==> src/rtl/decode_pipe.sv <==
// decode_pipe: MIPS decode stage with register file, instruction decoder,
// immediate extension and the ID/EX pipeline register.
//   i_clk, i_rst        clock and asynchronous active-high reset
//   i_valid_IF, i_instr, i_addr_IncrePC   instruction from fetch
//   i_stall_EX, i_flush                   pipeline control from later stages
//   i_wb_en, i_wb_addr, i_wb_data         register file write port
//   o_stall_IF          combinational hold request to fetch
//   o_valid_EX, o_data_*, o_addr_IncrePC, o_rs/o_rt/o_rd, o_con_*, o_illegal
//                       registered ID/EX contents
module decode_pipe #(
  parameter int XLEN      = 32,
  parameter bit HAZARD_EN = 1'b1,
  parameter bit BYPASS_EN = 1'b1
) (
  input  logic            i_clk,
  input  logic            i_rst,
  input  logic            i_valid_IF,
  input  logic [31:0]     i_instr,
  input  logic [XLEN-1:0] i_addr_IncrePC,
  input  logic            i_stall_EX,
  input  logic            i_flush,
  input  logic            i_wb_en,
  input  logic [4:0]      i_wb_addr,
  input  logic [XLEN-1:0] i_wb_data,
  output logic            o_stall_IF,
  output logic            o_valid_EX,
  output logic [XLEN-1:0] o_data_Rs,
  output logic [XLEN-1:0] o_data_Rt,
  output logic [XLEN-1:0] o_data_SignExt,
  output logic [XLEN-1:0] o_addr_IncrePC,
  output logic [4:0]      o_rs,
  output logic [4:0]      o_rt,
  output logic [4:0]      o_rd,
  output logic            o_con_WrBack,
  output logic            o_con_MemRd,
  output logic            o_con_MemWr,
  output logic            o_con_Branch,
  output logic            o_con_Jump,
  output logic            o_con_AluSrc,
  output logic [3:0]      o_con_AluOp,
  output logic            o_illegal
);

  localparam logic [5:0] OP_RTYPE = 6'h00;
  localparam logic [5:0] OP_J     = 6'h02;
  localparam logic [5:0] OP_BEQ   = 6'h04;
  localparam logic [5:0] OP_ADDI  = 6'h08;
  localparam logic [5:0] OP_ANDI  = 6'h0C;
  localparam logic [5:0] OP_ORI   = 6'h0D;
  localparam logic [5:0] OP_LW    = 6'h23;
  localparam logic [5:0] OP_SW    = 6'h2B;

  typedef struct packed {
    logic       wr_back;
    logic       mem_rd;
    logic       mem_wr;
    logic       branch;
    logic       jump;
    logic       alu_src;
    logic [3:0] alu_op;
    logic       illegal;
  } ctrl_t;

  logic [5:0]      opcode;
  logic [5:0]      funct;
  logic [4:0]      rs;
  logic [4:0]      rt;
  logic [15:0]     imm;
  logic            is_rtype;
  logic            uses_rt;
  logic            zero_ext;
  ctrl_t           ctrl_dec;
  ctrl_t           ctrl_q;
  logic [XLEN-1:0] imm_ext;
  logic [4:0]      rd_sel;
  logic [XLEN-1:0] rs_val;
  logic [XLEN-1:0] rt_val;
  logic            hazard;
  logic [XLEN-1:0] regs [32];
  logic            unused_shamt;

  assign opcode       = i_instr[31:26];
  assign rs           = i_instr[25:21];
  assign rt           = i_instr[20:16];
  assign imm          = i_instr[15:0];
  assign funct        = i_instr[5:0];
  assign unused_shamt = ^i_instr[10:6];
  assign is_rtype     = (opcode == OP_RTYPE);

  always_comb begin
    ctrl_dec = '0;
    uses_rt  = is_rtype;
    zero_ext = 1'b0;
    case (opcode)
      OP_RTYPE: begin
        ctrl_dec.wr_back = 1'b1;
        case (funct)
          6'h20: ctrl_dec.alu_op = 4'd0;
          6'h22: ctrl_dec.alu_op = 4'd1;
          6'h24: ctrl_dec.alu_op = 4'd2;
          6'h25: ctrl_dec.alu_op = 4'd3;
          6'h2A: ctrl_dec.alu_op = 4'd4;
          default: begin
            ctrl_dec.wr_back = 1'b0;
            ctrl_dec.illegal = 1'b1;
          end
        endcase
      end
      OP_LW: begin
        ctrl_dec.wr_back = 1'b1;
        ctrl_dec.mem_rd  = 1'b1;
        ctrl_dec.alu_src = 1'b1;
      end
      OP_SW: begin
        ctrl_dec.mem_wr  = 1'b1;
        ctrl_dec.alu_src = 1'b1;
        uses_rt          = 1'b1;
      end
      OP_BEQ: begin
        ctrl_dec.branch = 1'b1;
        ctrl_dec.alu_op = 4'd1;
        uses_rt         = 1'b1;
      end
      OP_ADDI: begin
        ctrl_dec.wr_back = 1'b1;
        ctrl_dec.alu_src = 1'b1;
      end
      OP_ANDI: begin
        ctrl_dec.wr_back = 1'b1;
        ctrl_dec.alu_src = 1'b1;
        ctrl_dec.alu_op  = 4'd2;
        zero_ext         = 1'b1;
      end
      OP_ORI: begin
        ctrl_dec.wr_back = 1'b1;
        ctrl_dec.alu_src = 1'b1;
        ctrl_dec.alu_op  = 4'd3;
        zero_ext         = 1'b1;
      end
      OP_J: ctrl_dec.jump = 1'b1;
      default: ctrl_dec.illegal = 1'b1;
    endcase
  end

  assign imm_ext = zero_ext ? {{(XLEN-16){1'b0}}, imm} : {{(XLEN-16){imm[15]}}, imm};
  assign rd_sel  = is_rtype ? i_instr[15:11] : rt;

  // r0 is never written, so reading it always yields zero without a special case.
  always_comb begin
    rs_val = regs[rs];
    rt_val = regs[rt];
    if (BYPASS_EN && i_wb_en && (i_wb_addr != 5'd0)) begin
      if (i_wb_addr == rs) rs_val = i_wb_data;
      if (i_wb_addr == rt) rt_val = i_wb_data;
    end
  end

  // A load in EX whose destination feeds the instruction now in decode.
  assign hazard = HAZARD_EN && o_valid_EX && ctrl_q.mem_rd && (o_rt != 5'd0) && i_valid_IF
                  && ((o_rt == rs) || (uses_rt && (o_rt == rt)));

  assign o_stall_IF = hazard || i_stall_EX;

  always_ff @(posedge i_clk or posedge i_rst) begin
    if (i_rst) begin
      for (int i = 0; i < 32; i++) regs[i] <= '0;
    end else if (i_wb_en && (i_wb_addr != 5'd0)) begin
      regs[i_wb_addr] <= i_wb_data;
    end
  end

  always_ff @(posedge i_clk or posedge i_rst) begin
    if (i_rst) begin
      o_valid_EX     <= 1'b0;
      ctrl_q         <= '0;
      o_data_Rs      <= '0;
      o_data_Rt      <= '0;
      o_data_SignExt <= '0;
      o_addr_IncrePC <= '0;
      o_rs           <= '0;
      o_rt           <= '0;
      o_rd           <= '0;
    end else if (i_flush || (!i_stall_EX && hazard)) begin
      o_valid_EX <= 1'b0;
      ctrl_q     <= '0;
    end else if (!i_stall_EX) begin
      o_valid_EX     <= i_valid_IF;
      // An empty slot carries no control so nothing downstream can act on it.
      ctrl_q         <= i_valid_IF ? ctrl_dec : '0;
      o_data_Rs      <= rs_val;
      o_data_Rt      <= rt_val;
      o_data_SignExt <= imm_ext;
      o_addr_IncrePC <= i_addr_IncrePC;
      o_rs           <= rs;
      o_rt           <= rt;
      o_rd           <= rd_sel;
    end
  end

  assign o_con_WrBack = ctrl_q.wr_back;
  assign o_con_MemRd  = ctrl_q.mem_rd;
  assign o_con_MemWr  = ctrl_q.mem_wr;
  assign o_con_Branch = ctrl_q.branch;
  assign o_con_Jump   = ctrl_q.jump;
  assign o_con_AluSrc = ctrl_q.alu_src;
  assign o_con_AluOp  = ctrl_q.alu_op;
  assign o_illegal    = ctrl_q.illegal;

endmodule

==> config.mk <==
export PLATFORM = sky130hd
export DESIGN_NAME = decode_pipe
export DESIGN_NICKNAME = d
export VERILOG_FILES = /design/src/rtl/decode_pipe.sv
export SDC_FILE = /design/constraint.sdc
export NUM_CORES = 2
export LEC_CHECK = 0
export ABC_CLOCK_PERIOD_IN_PS = 89400
export CORE_MARGIN = 3
export CORE_UTILIZATION = 35
export DETAILED_ROUTE_END_ITERATION = 10
export PLACE_DENSITY_LB_ADDON = 0.08
export RECOVER_POWER = 100
export SLEW_MARGIN = 0
export SYNTH_ARGS = -nofsm -noshare
export SYNTH_HDL_FRONTEND = slang
export SYNTH_SLANG_ARGS = --single-unit
==> constraint.sdc <==
create_clock -name i_clk -period 89.4 [get_ports i_clk]
set_input_delay 8.94 -clock i_clk [delete_from_list [all_inputs] [get_ports i_clk]]
set_output_delay 8.94 -clock i_clk [all_outputs]
set_load 0.005 [all_outputs]
==> reports/qor.csv <==
metric,value,unit
run_status,finished with violations,
violations,"capacitance limit, slew limit",
cts_setup_buffers,0,
cp_slowest_cell,clkinvlp_2,
cts.sinks,1163,
crit_family,buffers and inverters,
yosysTopAreaCell,dfrtp_1,
dieArea,176300,um2
post-dp-hpwl,113.9,mm
core_area,169800,um2
row_count,151,
worst-path-buf-inv,6,
path_class,input port to async pin,
ys_types,56,
port_buffers,261,
p_sw,0.0004259,W
nFillCells,15844,
wl,218.2,mm
grt_pass1_vias,40608,
critPathArrivalTime,22420,ps
fin_area,68940,um2
p_int,0.001161,W
fin_setup_tns,0,ps
root_buffer,clkbuf_16,
synth.cell_area,59940,um2
crit_chain,dlygate4sd3_1 > clkinvlp_2 > clkbuf_1 > clkbuf_1 > clkbuf_1 > clkbuf_1,
cp_max_fo,104,
grt_pass1_wl,312.5,mm
drt_iter0_drc,2840,
final_common_cell,mux2_2,
rsz0062_at_grt,no,
firstDrtPassIters,5,
crit_start,i_rst,
antenna_found_initial,6,
die_w,419.8,um
ys_seq_area_frac,0.4855,
grt_use_total,0.2471,
start_util,0.3529,
clockBufferDepth,3,
synth_area_leaders,"dfrtp_1 49%, mux2_2 24%, mux4_2 14%, o22ai_1 2.3%, clkbuf_1 1.9%",
regArea,29100,um2
final_cell_mix,"1251 x mux2_2, 1163 x dfrtp_1, 383 x mux4_2",
period_minus_slack,22430,ps
power_frac_seq,0.435,
layout-drive-gt1-share,0.4449,
power_switching_share,0.2684,
cp_common_cell,clkbuf_1,
via_per_inst,5.898,
worstMarginPinSlew,8018,ps
async_flop_share,1.000,
ys_seq_elements,1163,
hold_viol,0,
slew-limit-headroom,-4.345,
final-setup-viol-count,0,
drv_cap,65,
leakage,29.54,nW
yosys.area.top_type_share,0.4855,
grt-ovfl-total,0,
synth.net_count,4367,
ys.flop_type,dfrtp_1,
fin_nets,4396,
min_from,regs[1000],
slew_violations,2437,
vias,39067,
fin_crit_sh,0.2509,
slowest_delay,2770,ps
r2r-start,o_rt[3],
end_kind,async pin,
post_synth.cell_area_avg,14.07,um2
startpoint_type,input port,
p_clk_frac,0.379,
p_comb_frac,0.186,
htree_num_levels,4,
cts.clk_slew.worst_paths,60,ps
drcViolationCount,0,
detail-route-antenna-nets,0,
post_drt_wl_per_cell,32.93,um
synth_edf_count,0,
cts_made_buffers,143,
die_y,419.8,um
min_path_type,register to register,
ctsHoldBuffers,0,
netlist_instances,4260,
power.density,23.02,nW/um2
multi_input_comb_area,28690,um2
gp_congestion,0.7415,
fmax,44.59,MHz
cts_resized,0,
grt_start_max_net_pins,146,
finClkSkew,20.19,ps
postPlaceCellArea,64460,um2
io_pins,263,
clock_latency,770,ps
tritoncts,yes,
area_delta_synth_final,15.01,%
crit_required,89400,ps
yosysWarningCount,0,
ir_worst_vdd,0.01888,mV
==> metrics by stage <==
stage          worst slack [ps]    util   power, W  std cells  hold slack [ps]
4_1_cts                   68920  0.4080   0.001609       6621            399.6
3_5_place_dp              68910  0.3795  0.0009992       6362            387.0
5_1_grt                   64140  0.4058   0.001662       6621            406.1
6_report                  66970  0.4059   0.001587       6624            396.6
2_1_floorplan             47700       -  0.0009015       4260            445.7
3_3_place_gp              68980  0.3795  0.0009931       6362            381.1
==> final cells by class <==
class / instances / share of cell area
diodes: 3 / 0.0001089
well taps: 2218 / 0.04026
clock buffers: 217 / 0.06240
multi-input cells: 2549 / 0.4162
inverters: 64 / 0.003503
repair buffers: 368 / 0.04752
flip-flops and latches: 1163 / 0.4222
clock inverters: 42 / 0.007805
==> cell families after synthesis <==
kind of cell,share of synthesized area
mux,0.3952
compound gates,0.04594
xor+xnor,0.003215
buf+inv,0.03762
flops,0.4855
other cells,0.00006256
simple gates,0.03246
==> cell usage after synthesis, types with 6 or more instances <==
| master | count |
|---|---|
| a21oi_1 | 66 |
| a221oi_1 | 31 |
| a32oi_1 | 63 |
| buf_1 | 81 |
| buf_2 | 77 |
| buf_4 | 17 |
| clkbuf_1 | 304 |
| dfrtp_1 | 1163 |
| inv_1 | 64 |
| mux2_2 | 1252 |
| mux2i_1 | 95 |
| mux4_2 | 383 |
| nand2_1 | 58 |
| nand3_1 | 43 |
| nand3b_1 | 8 |
| nand4_1 | 38 |
| nor2_1 | 148 |
| nor3_1 | 7 |
| nor3b_1 | 6 |
| nor4_1 | 33 |
| o22ai_1 | 222 |
| or3b_2 | 7 |
| xnor2_1 | 20 |
==> power by group through the flow <==
stage               Sequential, W  Clock (W)  Combinational [W]
floorplan                0.000680          0           0.000221
global route             0.000703   0.000640           0.000319
detailed placement       0.000697          0           0.000302
finish                   0.000690   0.000602           0.000295
CTS                      0.000688   0.000618           0.000303
global placement         0.000694          0           0.000299
==> registers in the layout, summed over array words and instances (netlist names) <==
signal          cells
o_rt                5
o_rd                5
o_con_AluOp         3
o_data_Rs          32
o_data_SignExt     17
o_con_WrBack        1
o_con_MemRd         1
o_rs                5
o_con_MemWr         1
o_addr_IncrePC     32
o_data_Rt          32
o_con_AluSrc        1
o_valid_EX          1
o_con_Branch        1
o_con_Jump          1
o_illegal           1
regs             1024
==> worst paths after layout <==
path / slack [ps] / cells after the start / to
worst max register to register: 83630 / 6 / o_rs[0]
worst max-delay path: 66970 / 6 / o_addr_IncrePC[3]
max in group i_clk: 68440 / 6 / o_stall_IF
worst min register to register: 400 / 0 / regs[1000]
worst min-delay path: 400 / 0 / regs[1000]
min in group asynchronous: 10180 / 2 / regs[24]
==> metal layers <==
layer / share of wire / track usage / vias up / routed length, um
met5: 0 / 0 / - / 0
met3: 0.042 / 0.03389 / 280 / 9093
li1: - / - / 16319 / -
met1: 0.42 / 0.3224 / 21472 / 91690
met2: 0.51 / 0.4313 / 996 / 111700
met4: 0.026 / 0.06397 / 0 / 5657
Power figures use the tool's default switching activity.
